--- src/rtl/ram_seq_pkg.sv ---
// ram_seq_pkg: shared definitions for the lab_05 RAM address/data sequencer.
//   - MODE switch encodings (mode_e)
//   - sequencer FSM states (state_e)
//   - default RAM geometry (32 words x 4 bits)
package ram_seq_pkg;

    localparam int unsigned ADDR_W_DEF = 5;
    localparam int unsigned DATA_W_DEF = 4;

    typedef enum logic [1:0] {
        MODE_READ  = 2'b00,
        MODE_WRITE = 2'b01,
        MODE_SCAN  = 2'b10,
        MODE_CLEAR = 2'b11
    } mode_e;

    typedef enum logic [2:0] {
        ST_IDLE,
        ST_WRITE,
        ST_ADDR,
        ST_WAIT,
        ST_CAPTURE,
        ST_CLEAR
    } state_e;

endpackage

--- src/rtl/key_cond.sv ---
// key_cond: conditions one raw active-low push-button into a one-cycle event.
//   2-flop synchroniser -> optional debounce -> falling-edge detector.
// Build option: RAM_SEQ_DEBOUNCE_EN defined  -> level accepted after DEB_CYCLES
//               stable cycles (event DEB_CYCLES+3 cycles after the edge);
//               undefined -> no debounce (event 3 cycles after the edge).
// Ports:
//   CLK, RST_N  clock, asynchronous active-low reset
//   key_n_i     raw button, active-low, asynchronous to CLK
//   ev_o        registered one-cycle pulse on each accepted press
module key_cond #(
    parameter int unsigned DEB_CYCLES = 500_000
) (
    input  logic CLK,
    input  logic RST_N,
    input  logic key_n_i,
    output logic ev_o
);

`ifdef RAM_SEQ_DEBOUNCE_EN
    localparam int unsigned HOLD = DEB_CYCLES;
`else
    // Debounce bypassed; the product keeps the parameter referenced in both builds.
    localparam int unsigned HOLD = 0 * DEB_CYCLES;
`endif

    logic sync1_q, sync2_q;
    logic lvl;
    logic lvl_prev_q;
    logic ev_q;

    // NOTE: every flop here updates with <= so all stages sample the same
    // pre-edge values; blocking assignments would collapse the sync chain.
    // Synchroniser resets to the released (high) level so reset release
    // never looks like a press.
    always_ff @(posedge CLK or negedge RST_N) begin
        if (!RST_N) begin
            sync1_q <= 1'b1;
            sync2_q <= 1'b1;
        end else begin
            sync1_q <= key_n_i;
            sync2_q <= sync1_q;
        end
    end

    generate
        if (HOLD == 0) begin : g_bypass
            assign lvl = sync2_q;
        end else begin : g_debounce
            localparam int unsigned CW = (HOLD > 1) ? $clog2(HOLD) : 1;
            logic [CW-1:0] cnt_q;
            logic          stable_q;

            // A new level is accepted only after HOLD consecutive cycles
            // disagreeing with the current stable level.
            always_ff @(posedge CLK or negedge RST_N) begin
                if (!RST_N) begin
                    cnt_q    <= '0;
                    stable_q <= 1'b1;
                end else if (sync2_q == stable_q) begin
                    cnt_q    <= '0;
                end else if (cnt_q == CW'(HOLD - 1)) begin
                    cnt_q    <= '0;
                    stable_q <= sync2_q;
                end else begin
                    cnt_q    <= cnt_q + 1'b1;
                end
            end

            assign lvl = stable_q;
        end
    endgenerate

    always_ff @(posedge CLK or negedge RST_N) begin
        if (!RST_N) begin
            lvl_prev_q <= 1'b1;
            ev_q       <= 1'b0;
        end else begin
            lvl_prev_q <= lvl;
            ev_q       <= lvl_prev_q & ~lvl;
        end
    end

    assign ev_o = ev_q;

endmodule

--- src/rtl/ram_seq_ctrl.sv ---
// ram_seq_ctrl: address/data sequencer in front of the 32x4 LPM RAM.
//   Auto-increment write, step read, timed auto-scan and whole-memory clear;
//   every pointer change is followed by a readback into DISP_DATA.
// Build option: RAM_SEQ_DEBOUNCE_EN (see key_cond) enables key debounce.
// Ports:
//   CLK, RST_N         clock, asynchronous active-low reset
//   STEP_N, LOAD_N     raw active-low push-buttons
//   MODE               00 READ, 01 WRITE, 10 SCAN, 11 CLEAR
//   ADDR_SW, DATA_SW   pointer load value, write data
//   RAM_RDATA          RAM read port (registered-address RAM)
//   RAM_ADDR/RAM_DATA/RAM_WE  RAM write/address port, WE one-cycle pulses
//   DISP_DATA          registered readback of the current address
//   BUSY               high while a sequence is in progress
module ram_seq_ctrl
    import ram_seq_pkg::*;
#(
    parameter int unsigned ADDR_W     = ADDR_W_DEF,
    parameter int unsigned DATA_W     = DATA_W_DEF,
    parameter int unsigned SCAN_DIV   = 50_000_000,
    parameter int unsigned DEB_CYCLES = 500_000
) (
    input  logic              CLK,
    input  logic              RST_N,
    input  logic              STEP_N,
    input  logic              LOAD_N,
    input  logic [1:0]        MODE,
    input  logic [ADDR_W-1:0] ADDR_SW,
    input  logic [DATA_W-1:0] DATA_SW,
    input  logic [DATA_W-1:0] RAM_RDATA,
    output logic [ADDR_W-1:0] RAM_ADDR,
    output logic [DATA_W-1:0] RAM_DATA,
    output logic              RAM_WE,
    output logic [DATA_W-1:0] DISP_DATA,
    output logic              BUSY
);

    localparam int unsigned PW = (SCAN_DIV > 1) ? $clog2(SCAN_DIV) : 1;

    logic   step_ev, load_ev, scan_tick;
    mode_e  mode;
    state_e state_q, state_d;
    logic [ADDR_W-1:0] ptr_q, ptr_d, clr_q, clr_d, addr_q, addr_d;
    logic [DATA_W-1:0] wdata_q, wdata_d, disp_q, disp_d;
    logic              we_q, we_d;
    logic [PW-1:0]     presc_q, presc_d;

    key_cond #(.DEB_CYCLES(DEB_CYCLES)) u_step_key (
        .CLK(CLK), .RST_N(RST_N), .key_n_i(STEP_N), .ev_o(step_ev)
    );

    key_cond #(.DEB_CYCLES(DEB_CYCLES)) u_load_key (
        .CLK(CLK), .RST_N(RST_N), .key_n_i(LOAD_N), .ev_o(load_ev)
    );

    assign mode = mode_e'(MODE);

    // Prescaler runs only in SCAN mode and is parked at 0 otherwise, so the
    // first tick always comes SCAN_DIV cycles after entering SCAN.
    assign scan_tick = (mode == MODE_SCAN) && (presc_q == PW'(SCAN_DIV - 1));

    always_comb begin
        presc_d = presc_q + 1'b1;
        if (mode != MODE_SCAN || scan_tick) begin
            presc_d = '0;
        end
    end

    // NOTE: every signal gets its hold value before the case so that no path
    // leaves one unassigned, which would otherwise infer a latch.
    always_comb begin
        state_d = state_q;
        ptr_d   = ptr_q;
        clr_d   = clr_q;
        addr_d  = addr_q;
        wdata_d = wdata_q;
        disp_d  = disp_q;
        we_d    = 1'b0;

        unique case (state_q)
            ST_IDLE: begin
                // Priority: load > step > scan tick. Events seen outside
                // IDLE fall through and are lost.
                if (load_ev) begin
                    ptr_d   = ADDR_SW;
                    addr_d  = ADDR_SW;
                    state_d = ST_ADDR;
                end else if (step_ev && mode == MODE_READ) begin
                    ptr_d   = ptr_q + 1'b1;
                    addr_d  = ptr_q + 1'b1;
                    state_d = ST_ADDR;
                end else if (step_ev && mode == MODE_WRITE) begin
                    wdata_d = DATA_SW;
                    we_d    = 1'b1;
                    state_d = ST_WRITE;
                end else if (step_ev && mode == MODE_CLEAR) begin
                    clr_d   = '0;
                    addr_d  = '0;
                    wdata_d = '0;
                    we_d    = 1'b1;
                    state_d = ST_CLEAR;
                end else if (scan_tick) begin
                    ptr_d   = ptr_q + 1'b1;
                    addr_d  = ptr_q + 1'b1;
                    state_d = ST_ADDR;
                end
            end
            // The WE pulse for this write was raised on entry; here the
            // pointer advances so the readback shows the next word.
            ST_WRITE: begin
                ptr_d   = ptr_q + 1'b1;
                addr_d  = ptr_q + 1'b1;
                state_d = ST_ADDR;
            end
            ST_CLEAR: begin
                if (clr_q == '1) begin
                    ptr_d   = '0;
                    addr_d  = '0;
                    state_d = ST_ADDR;
                end else begin
                    clr_d  = clr_q + 1'b1;
                    addr_d = clr_q + 1'b1;
                    we_d   = 1'b1;
                end
            end
            ST_ADDR:    state_d = ST_WAIT;
            ST_WAIT:    state_d = ST_CAPTURE;
            ST_CAPTURE: begin
                disp_d  = RAM_RDATA;
                state_d = ST_IDLE;
            end
            default:    state_d = ST_IDLE;
        endcase
    end

    always_ff @(posedge CLK or negedge RST_N) begin
        if (!RST_N) begin
            state_q <= ST_IDLE;
            ptr_q   <= '0;
            clr_q   <= '0;
            addr_q  <= '0;
            wdata_q <= '0;
            disp_q  <= '0;
            we_q    <= 1'b0;
            presc_q <= '0;
        end else begin
            state_q <= state_d;
            ptr_q   <= ptr_d;
            clr_q   <= clr_d;
            addr_q  <= addr_d;
            wdata_q <= wdata_d;
            disp_q  <= disp_d;
            we_q    <= we_d;
            presc_q <= presc_d;
        end
    end

    assign RAM_ADDR  = addr_q;
    assign RAM_DATA  = wdata_q;
    assign RAM_WE    = we_q;
    assign DISP_DATA = disp_q;
    assign BUSY      = (state_q != ST_IDLE);

endmodule

--- config.mk ---
export PLATFORM = sky130hd
export DESIGN_NAME = ram_seq_ctrl
export DESIGN_NICKNAME = d
export VERILOG_FILES = /design/src/rtl/ram_seq_pkg.sv /design/src/rtl/key_cond.sv /design/src/rtl/ram_seq_ctrl.sv
export SDC_FILE = /design/constraint.sdc
export NUM_CORES = 1
export LEC_CHECK = 0
export BUFFER_PORTS_ARGS = -buffer_cell sky130_fd_sc_hd__buf_4
export CAP_MARGIN = 20
export CORE_ASPECT_RATIO = 1.1
export CORE_MARGIN = 4
export CORE_UTILIZATION = 55
export DETAILED_ROUTE_END_ITERATION = 12
export GPL_ROUTABILITY_DRIVEN = 1
export HOLD_SLACK_MARGIN = 0.03
export PLACE_DENSITY = 0.76
export SYNTH_ARGS = -nofsm -noshare
export SYNTH_HDL_FRONTEND = slang
export SYNTH_HIERARCHICAL = 1
export SYNTH_SLANG_ARGS = --single-unit
export TNS_END_PERCENT = 50
--- constraint.sdc ---
create_clock -name CLK -period 2.5 [get_ports CLK]
set_input_delay 0.5 -clock CLK [delete_from_list [all_inputs] [get_ports CLK]]
set_output_delay 0.5 -clock CLK [all_outputs]
set_load 0.02 [all_outputs]
==> impl_results.md, run 1 <==
- Worst VDD drop: roughly 0.00046 V
- Most frequent cells after synthesis: dfrtp_1, nor2_1, nand2_1, nand3_1, xor2_1
- CP arrival: 2580 ps
- Sink Count: 61
- Share of the synthesized area in the top cell type: 0.451
- Die H: 86.1 um
- WS Path Type: flip-flop to flip-flop
- Share of cells above drive strength 1: 0.228
- ANT cells: 0
- Post-CTS Setup Bufs: 0
- Post-CTS Resized: 0
- RSZ-0062 raised after global routing: false
- Hold_ws: ~200 ps
- Setup total negative slack: 0 ps
- Fillers: 473
- Routability Congestion: 0.842
- Vias after detailed routing: approximately 2300
- Reg2reg path depth: 5
- Number of H-tree levels: 3
- Post-Synthesis Cells: between 300 and 400
- Cell Chain, Critical Path: or4_4 > nor3_4 > nand4_2 > a311oi_4 > mux2_2
- Flop-to-flop setup slack: 150 ps
- Final ANT Viol Nets: 0
- Max Slew Vio Count: 0
- Post-DR wirelength/cell: around 15 um
- Post-synth top area cell: dfrtp_1
- Period minus WS final: 2350 ps
- Number of global-route vias before repair: between 2000 and 2500
- Dpl ws: 163 ps
- Max Freq: around 430 MHz
- Post-CTS Hold Buffers: 0
- Area growth, synth to finish: 18.5%
- Hold Fails Final Rpt: 0
- Synth Cell Area: between 3000 and 4000 um2
- Starting density of the core: 0.566
- Hold WC Path Type: input port to asynchronous set/reset pin
- Yosys cell types: 48
- Top-Level Pins: 34
- Top-count cell post-synth: dfrtp_1
- Reg power frac: 0.401
- Top FF cell, synth: dfrtp_1
- Power Density: roughly 980 nW/um2
- Core Region: 5400 um2
- Clock latency on the worst-skew pair: between 300 and 400 ps
- Crit. End Element: flip-flop
- Setup violators final: 0
- Iteration-0 DRC Markers: 168
- Detailed Place HPWL: 4430 um
- Worst setup margin: ~150 ps
- Largest net degree at the start of global routing: 62
- Port buffer count: 33
- Int Pwr: 2.34 mW
- # nets final: about 370
- Yosys reg bits: between 60 and 70
- FP Rows: 28
- Clock-pin slew on the worst setup and hold paths: approximately 70 ps
- Status: complete, no violations
- Slew Limit Headroom: 0.502
- First-pass GRT wire length: between 10000 and 15000 um
- CTS tree: built
- Final instance area: ~3600 um2
- CP max-delay cell: or4_4
- Synth top area cells: dfrtp_1, nor2_1, dfstp_2
- DP Area: around 3400 um2
- Reg2reg start: presc_q[18]
- Clock Tree Buf Depth: 2
- Die area: a little under 7000 um2
- Switching pwr: between 1 and 1.5 mW
- Final worst path period share: 0.939
- Gr ovfl total: 0
- Post-synth EDFFs: 0
- TritonCTS Buffers: 9
- Die width: ~79 um
- Routed wire length: approximately 6300 um
- Initial antenna violation count: 0
- Vias per cell: 5.50
- Max Cap Viol: 0
- Layout Skew: about 8 ps
- Clk root buf: clkbuf_8
- Static leakage: 1.57 nW
- First-pass DRT Iterations: 5
- CP required: ~2700 ps
- Post-route DRC: 0
- Slew @ Worst Pin: between 700 and 800 ps
- Slowest stage delay, CP: approximately 580 ps
- Total Power Consumption: around 3.6 mW
- GRT Total Usage: 0.208
- Critical path peak fanout: 5
- Crit. Startpoint: presc_q[18]
- Non-Filler Instances: 426
- Placed insts: 410
- Critical path endpoint: RAM_ADDR[2]
- CP Launch Type: flip-flop
- Combinational fraction of design power: 0.341
- Mean cell area of the mapped netlist: around 10 um2
- Async SR Flop Fraction: 1.00
- Switching share of total power: 0.343
- Capturing point of the worst reg2reg path: RAM_ADDR[2]
- Yosys warnings: 6
- Sequential share of the synthesized area: 0.503
- Net Count, Synth: around 330
- Utilization after layout: 0.670
- Clock network fraction of total power: 0.258
## worst min-delay path by stage
| stage | from | end | slack, ps | cells past startpoint |
|---|---|---|---|---|
| 2_1_floorplan | RST_N | DISP_DATA[0] | 200 | 0 |
| 3_3_place_gp | u_step_key/sync1_q | u_step_key/lvl | 350 | 0 |
| 3_5_place_dp | u_load_key/sync1_q | u_load_key/lvl | 350 | 0 |
| 4_1_cts | RST_N | RAM_DATA[2] | 250 | 1 |
| 5_1_grt | LOAD_N | u_load_key/sync1_q | 250 | 1 |
| 6_report | RST_N | RAM_DATA[2] | 200 | 1 |
## placed cells by master (no fill, tap or decap), types with 10 or more instances in the layout
master | netlist | routed
nor3_1 | 10 | 10
clkbuf_8 | 0 | 12
dfrtp_1 | 55 | 55
xnor2_1 | 12 | 12
xor2_1 | 17 | 17
nand3_1 | 20 | 20
nand2_1 | 28 | 28
nand4_1 | 11 | 11
buf_4 | 0 | 36
mux2_2 | 11 | 11
o21ai_0 | 13 | 13
nor2_1 | 47 | 47
## power groups by stage
stage          Clock [mW]  Sequential [mW]  Combinational (mW)
6_report            0.916             1.43                1.21
3_3_place_gp            0             1.43                1.19
3_5_place_dp            0             1.44                1.22
4_1_cts             0.930             1.42                1.23
2_1_floorplan           0             1.46               0.783
5_1_grt             0.968             1.46                1.33
## logic make-up after synthesis
logic type                 after synthesis  share of synthesized area
and+or+nand+nor                        146                      0.244
muxes                                   12                     0.0439
buffers and inverters                   14                     0.0172
DFF                                     61                      0.503
xor gates and xnor gates                29                     0.0832
AOI/OAI and AO/OA                       40                     0.0927
adders and majority gates                4                     0.0164
## state kept, by name (all words and copies together), names as in the netlist
register and cells:
presc_q 26, RAM_DATA 4, state_q 3, u_step_key/lvl 1
RAM_WE 1, u_step_key/lvl_prev_q 1, clr_q 5, DISP_DATA 4
u_load_key/lvl 1, u_step_key/ev_o 1, u_load_key/ev_o 1, u_load_key/lvl_prev_q 1
ptr_q 5, u_load_key/sync1_q 1, u_step_key/sync1_q 1, RAM_ADDR 5
## critical path, delay by kind of cell (launching register included)
kind / cells / cell delay (ps)
muxes: 1 / 390
AOI/OAI and AO/OA: 1 / 480
and+or+nand+nor: 3 / 950
DFF: 1 / 420
## cell type report
cell class	count	area [um2]	area share
Inverter	6	22.5	0.00623
Sequential cell	61	1530	0.424
Tap cell	75	93.8	0.0260
Clock buffer	12	165	0.0457
Multi-Input combinational cell	231	1470	0.405
Clock inverter	4	45.0	0.0125
Timing Repair Buffer	37	290	0.0803
## routing by layer
metal / up-vias / wire (um) / global-route usage
met3: 15 / 240 / 0.0357
met1: 1126 / 2900 / 0.283
met4: 0 / 140 / 0.117
met5: - / 0 / 0
li1: 1153 / - / -
met2: 51 / 3010 / 0.315
(Power assumes the default switching activity.)
==> run 2: changes to the inputs <==
==> constraint.sdc (replaced) <==
create_clock -name CLK -period 2.5 [get_ports CLK]
set_input_delay 0.25 -clock CLK [delete_from_list [all_inputs] [get_ports CLK]]
set_output_delay 0.25 -clock CLK [all_outputs]
set_load 0.02 [all_outputs]
==> run 2 against run 1 <==
Net effect:
- count of clock-buffer cells in the layout stayed put
- via count is 2.8% higher
- die area stayed put
- design area is 1.3% higher
- critical path type unchanged
==> impl_results.md, run 2 (synthesized netlist as in run 1, its figures left out) <==
- First-pass GRT wire length: 11200 um (+1.2%)
- Number of H-tree levels: 3 (unchanged)
- Final worst path period share: 0.945 (+0.00612)
- Hold Fails Final Rpt: 0 (unchanged)
- Die H: 86.1 um (unchanged)
- Post-route DRC: 0 (unchanged)
- Max Freq: 423 MHz (-0.65%)
- Die width: 79.0 um (unchanged)
- Status: complete, no violations
- TritonCTS Buffers: 9 (unchanged)
- Power Density: 1010 nW/um2 (+2.9%)
- CP Launch Type: flip-flop
- Post-CTS Setup Bufs: 0 (unchanged)
- Utilization after layout: 0.679 (+0.00881)
- Area growth, synth to finish: 20.0%
- Slew @ Worst Pin: 748 ps (+1.66 ps)
- Starting density of the core: 0.566 (unchanged)
- Layout Skew: 10.4 ps (+2.33 ps)
- Clk root buf: clkbuf_8
- Static leakage: 1.59 nW (+0.98%)
- Clock Tree Buf Depth: 2 (unchanged)
- Crit. End Element: flip-flop
- Port buffer count: 33 (unchanged)
- Slew Limit Headroom: 0.501 (-0.00111)
- GRT Total Usage: 0.211 (+0.00254)
- Number of global-route vias before repair: 2399 (+2.1%)
- Max FFs per register: 26 (unchanged)
- Non-Filler Instances: 429 (+0.70%)
- Max Slew Vio Count: 0 (unchanged)
- Commonest non-fill, non-tap cell in the layout: dfrtp_1
- Placed insts: 410 (unchanged)
- FP Rows: 28 (unchanged)
- Clock-pin slew on the worst setup and hold paths: 70 ps (about the same)
- Initial antenna violation count: 0 (unchanged)
- Final ANT Viol Nets: 0 (unchanged)
- First-pass DRT Iterations: 4 (-1)
- Fillers: 460 (-2.7%)
- Hold WC Path Type: input port to flip-flop
- Post-DR wirelength/cell: 14.9 um (+0.66%)
- Sink Count: 61 (unchanged)
- Share of cells above drive strength 1: 0.220 (-0.00758)
- Dpl ws: 138 ps (-25.2 ps)
- Die area: 6810 um2 (unchanged)
- CTS tree: built
- CP arrival: 2590 ps (about the same)
- Post-CTS Hold Buffers: 3 (+3)
- RSZ-0062 raised after global routing: false
- Top-Level Pins: 34 (unchanged)
- Routed wire length: 6380 um (+1.4%)
- Vias per cell: 5.62 (+2.1%)
- Period minus WS final: 2360 ps (+15.3 ps)
- # nets final: 372 (+0.81%)
- Routability Congestion: 0.877 (+4.1%)
- Core Region: 5400 um2 (unchanged)
- Setup violators final: 0 (unchanged)
- ANT cells: 0 (unchanged)
- Detailed Place HPWL: 4380 um (-1.0%)
- Worst VDD drop: 0.000541 V (+17%)
- CP required: 2730 ps (about the same)
- Gr ovfl total: 0 (unchanged)
- Post-CTS Resized: 0 (unchanged)
- Max Cap Viol: 0 (unchanged)
- Biggest register: presc_q
- Clock latency on the worst-skew pair: 340 ps (about the same)
- Most frequent cells in the layout: dfrtp_1, nor2_1, buf_4
- Worst setup margin: 138 ps (-15.3 ps)
- Iteration-0 DRC Markers: 158 (-6.0%)
- WS Path Type: flip-flop to flip-flop
- Largest net degree at the start of global routing: 62 (unchanged)
- Critical path peak fanout: 5 (unchanged)
- Vias after detailed routing: 2411 (+2.8%)
- Setup total negative slack: 0 ps (unchanged)
## run 2: cell types whose count changed in the layout (fill, tap and decap cells not counted)
| cell | previous run | this run |
|---|---|---|
| bufinv_16 | 1 | 3 |
| dlygate4sd3_1 | 0 | 3 |
| buf_12 | 1 | 0 |
| clkbuf_8 | 12 | 10 |
| clkbuf_1 | 0 | 2 |
| clkinv_2 | 3 | 1 |
| buf_4 | 36 | 37 |
## run 2: per-stage QoR
step / power, mW / hold WS (ps) / instance area [um2]
final: 3.71 / 137 / 3660
after global placement: 2.61 / 345 / 3390
after detailed placement: 2.65 / 347 / 3390
after CTS: 3.74 / 127 / 3660
after floorplan: 2.25 / -45.6 / 3050
after global routing: 3.93 / 133 / 3660
## run 2: where the power goes
part,total (mW),leakage [nW],switching [mW],internal (mW)
registers,1.42,0.783,0.222,1.20
clock network,1.06,0.121,0.373,0.689
logic,1.22,0.686,0.622,0.599
total,3.71,1.59,1.22,2.49
## run 2: final cells by class
type | count | area [um2] | area share
Timing Repair Buffer | 40 | 308 | 0.0840
Tap cell | 75 | 93.8 | 0.0256
Multi-Input combinational cell | 231 | 1470 | 0.400
Clock inverter | 4 | 95.1 | 0.0260
Sequential cell | 61 | 1530 | 0.419
Clock buffer | 12 | 145 | 0.0396
Inverter | 6 | 22.5 | 0.00615
## run 2: worst max-delay path, cell delays in order, from the launching register on
cell      delay, ps
dfrtp_1         430
or4_4           580
nor3_4          190
nand4_2         180
a311oi_4        480
mux2_2          400
## run 2: path summary, 6_finish.rpt
check | start | to | slack [ps] | cells after the start
hold reg to reg | u_load_key/sync1_q | u_load_key/lvl | 360 | 0
max in group asynchronous | RST_N | DISP_DATA[2] | 1480 | 2
setup reg to reg | presc_q[18] | RAM_ADDR[3] | 140 | 5
min in group asynchronous | RST_N | RAM_DATA[1] | 520 | 2
setup / recovery | presc_q[18] | RAM_ADDR[3] | 140 | 5
hold / removal | RAM_RDATA[1] | DISP_DATA[1] | 140 | 2
## run 2: routing by layer
metal	global-route usage	up-vias	share of wire
met2	0.325	77	0.49
met1	0.272	1157	0.43
met5	0	-	0
li1	-	1164	-
met3	0.0725	13	0.060
met4	0.0859	0	0.021
==> run 3: changes to the inputs <==
- SYNTH_HIERARCHICAL: 1 -> default
==> run 3 against run 2 <==
Net effect:
- count of clock-buffer cells in the layout is 1 lower
- worst setup slack worse by 51 ps
- via count shrank 8.0%
- sequential share of layout area increased by 0.61 points
- cell count decreased by 4.7%
- critical path depth did not move
- combinational power is 8% lower
- global-route usage fell by 2.0 points
- area after synthesis decreased by 2.5%
- sequential power decreased by 3%
- total power is 2.9% lower
- clock power is 4% higher
==> impl_results.md, run 3 <==
- Layout Skew: 9.59 ps (-0.795 ps)
- Final ANT Viol Nets: 0 (unchanged)
- Clock-pin slew on the worst setup and hold paths: 70 ps (about the same)
- Largest net degree at the start of global routing: 62 (unchanged)
- Detailed Place HPWL: 4050 um (-7.7%)
- Sink Count: 61 (unchanged)
- Max Cap Viol: 0 (unchanged)
- CP required: 2700 ps (-30 ps)
- Post-DR wirelength/cell: 14.3 um (-3.6%)
- Port buffer count: 33 (unchanged)
- Worst VDD drop: 0.000628 V (+16%)
- Async SR Flop Fraction: 1.00 (unchanged)
- Yosys cell types: 48 (unchanged)
- Yosys reg bits: 61 (unchanged)
- Non-Filler Instances: 409 (-4.7%)
- Initial antenna violation count: 0 (unchanged)
- CP Launch Type: flip-flop
- WS Path Type: flip-flop to flip-flop
- Most frequent cells after synthesis: dfrtp_1, nand2_1, nor2_1, xor2_1
- Post-CTS Resized: 0 (unchanged)
- Routed wire length: 5870 um (-8.1%)
- Core Region: 5130 um2 (-4.8%)
- Hold WC Path Type: input port to flip-flop
- Top-Level Pins: 34 (unchanged)
- Total Power Consumption: 3.60 mW (-2.9%)
- Commonest non-fill, non-tap cell in the layout: dfrtp_1
- Share of cells above drive strength 1: 0.237 (+0.0170)
- Die H: 85.1 um (-1.2%)
- Final worst path period share: 0.965 (+0.0204)
- # nets final: 355 (-4.6%)
- Slew Limit Headroom: 0.510 (+0.00894)
- XOR/XNOR share of the synthesized area: 0.0854 (+0.00217)
- Most frequent cells in the layout: dfrtp_1, buf_4, nand2_1
- Clock latency on the worst-skew pair: 330 ps (about the same)
- CTS tree: built
- Dpl ws: 94.5 ps (-43.0 ps)
- Setup violators final: 0 (unchanged)
- Post-synthesis compound-gate area fraction: 0.0820 (-0.0106)
- Top FF cell, synth: dfrtp_1
- Critical path peak fanout: 5 (unchanged)
- Gr ovfl total: 0 (unchanged)
- Post-CTS Hold Buffers: 3 (unchanged)
- Number of H-tree levels: 3 (unchanged)
- Synth top area cells: dfrtp_1, xor2_1, dfstp_2
- Sequential share of the synthesized area: 0.516 (+0.0131)
- Iteration-0 DRC Markers: 113 (-28%)
- Multiplexer share of the synthesized area: 0.0593 (+0.0154)
- Flop-to-flop setup slack: 90 ps (-50 ps)
- Reg2reg start: presc_q[16]
- Setup total negative slack: 0 ps (unchanged)
- GRT Total Usage: 0.191 (-0.0200)
- FP Rows: 27 (-3.6%)
- Max Slew Vio Count: 0 (unchanged)
- Post-route DRC: 0 (unchanged)
- Net Count, Synth: 312 (-5.2%)
- First-pass GRT wire length: 10000 um (-10%)
- Yosys warnings: 0 (-6)
- Fillers: 391 (-15%)
- Clock Tree Buf Depth: 2 (unchanged)
- Area share of fa/ha/maj cells after synthesis: 0.0168 (+0.000428)
- Crit. End Element: flip-flop
- RSZ-0062 raised after global routing: false
- Biggest register: presc_q
- Simple-gate share of the synthesized area: 0.218 (-0.0260)
- ANT cells: 0 (unchanged)
- Share of the synthesized area in the top cell type: 0.463 (+0.0118)
- Top-count cell post-synth: dfrtp_1
- Post-synth top area cell: dfrtp_1
- Max Freq: 414 MHz (-2.1%)
- Max FFs per register: 26 (unchanged)
- Period minus WS final: 2410 ps (+51.0 ps)
- Routability Congestion: 0.847 (-3.4%)
- Status: complete, no violations
- First-pass DRT Iterations: 4 (unchanged)
- Area growth, synth to finish: 21.4%
- Vias after detailed routing: 2218 (-8.0%)
- Die area: 6650 um2 (-2.3%)
- Synth Cell Area: 2970 um2 (-2.5%)
- Hold_ws: 157 ps (+20.2 ps)
- CP arrival: 2620 ps (+30 ps)
- Worst hold start: RAM_RDATA[1]
- Die width: 78.1 um (-1.1%)
- Static leakage: 1.64 nW (+2.8%)
- Power Density: 997 nW/um2 (-1.5%)
- Placed insts: 390 (-4.9%)
- Starting density of the core: 0.579 (+0.0136)
- Multi-input combinational cell area: 1370 um2 (-6.3%)
- Mean cell area of the mapped netlist: 10.3 um2 (+3.2%)
- Post-synth EDFFs: 0 (unchanged)
- Clk root buf: clkbuf_8
- Number of global-route vias before repair: 2191 (-8.7%)
- Crit. Startpoint: presc_q[16]
- Post-CTS Setup Bufs: 0 (unchanged)
- Register area: 1530 um2 (unchanged)
- Post-Synthesis Cells: 289 (-5.6%)
- Hold Fails Final Rpt: 0 (unchanged)
- Slew @ Worst Pin: 735 ps (-13.4 ps)
- TritonCTS Buffers: 9 (unchanged)
- Vias per cell: 5.42 (-3.5%)
- Combinational family with the most area after synthesis: simple AND/OR/NAND/NOR gates
- Worst setup margin: 86.9 ps (-51.0 ps)
## run 3: critical path: stages (launching register included)
cell,delay [ps]
dfrtp_1,430
nor4bb_1,330
nand4_1,180
or4_4,550
a221oi_4,410
mux2_2,380
## run 3: kinds of logic after synthesis
group	Yosys count
and+or+nand+nor	127
DFF	61
AOI/OAI and AO/OA	34
xor gates and xnor gates	29
buffers and inverters	18
muxes	16
adders and majority gates	4
## run 3: routing by layer
layer,share of wire,up-vias,track usage
li1,-,1094,-
met4,0.013,0,0.0874
met5,0,-,0
met2,0.53,47,0.336
met3,0.034,12,0.0382
met1,0.42,1065,0.223
## run 3: layout make-up
cell class	count	share of cell area
clock inverters	5	0.0295
inverters	7	0.00728
clock buffers	11	0.0419
repair buffers	43	0.0915
multi-input cells	210	0.380
flip-flops and latches	61	0.425
well taps	72	0.0249
## run 3: worst paths after layout
| check | cells past startpoint | end |
|---|---|---|
| setup / recovery | 5 | RAM_ADDR[3] |
| hold / removal | 2 | DISP_DATA[1] |
| setup reg to reg | 5 | RAM_ADDR[3] |
| hold reg to reg | 0 | u_load_key.lvl |
| max in group asynchronous | 2 | presc_q[25] |
| min in group asynchronous | 2 | clr_q[0] |
## run 3: power breakdown
part	internal, mW	total [mW]	leakage, nW	switching [mW]
combinational	0.551	1.12	0.718	0.570
sequential	1.19	1.38	0.791	0.183
clock	0.719	1.10	0.126	0.384
total	2.46	3.60	1.64	1.14
## run 3: per-stage QoR
step | area [um2] | util
final | 3610 | 0.703
after global routing | 3610 | 0.703
after CTS | 3610 | 0.703
after detailed placement | 3320 | 0.647
after global placement | 3320 | 0.647
after floorplan | 2970 | -
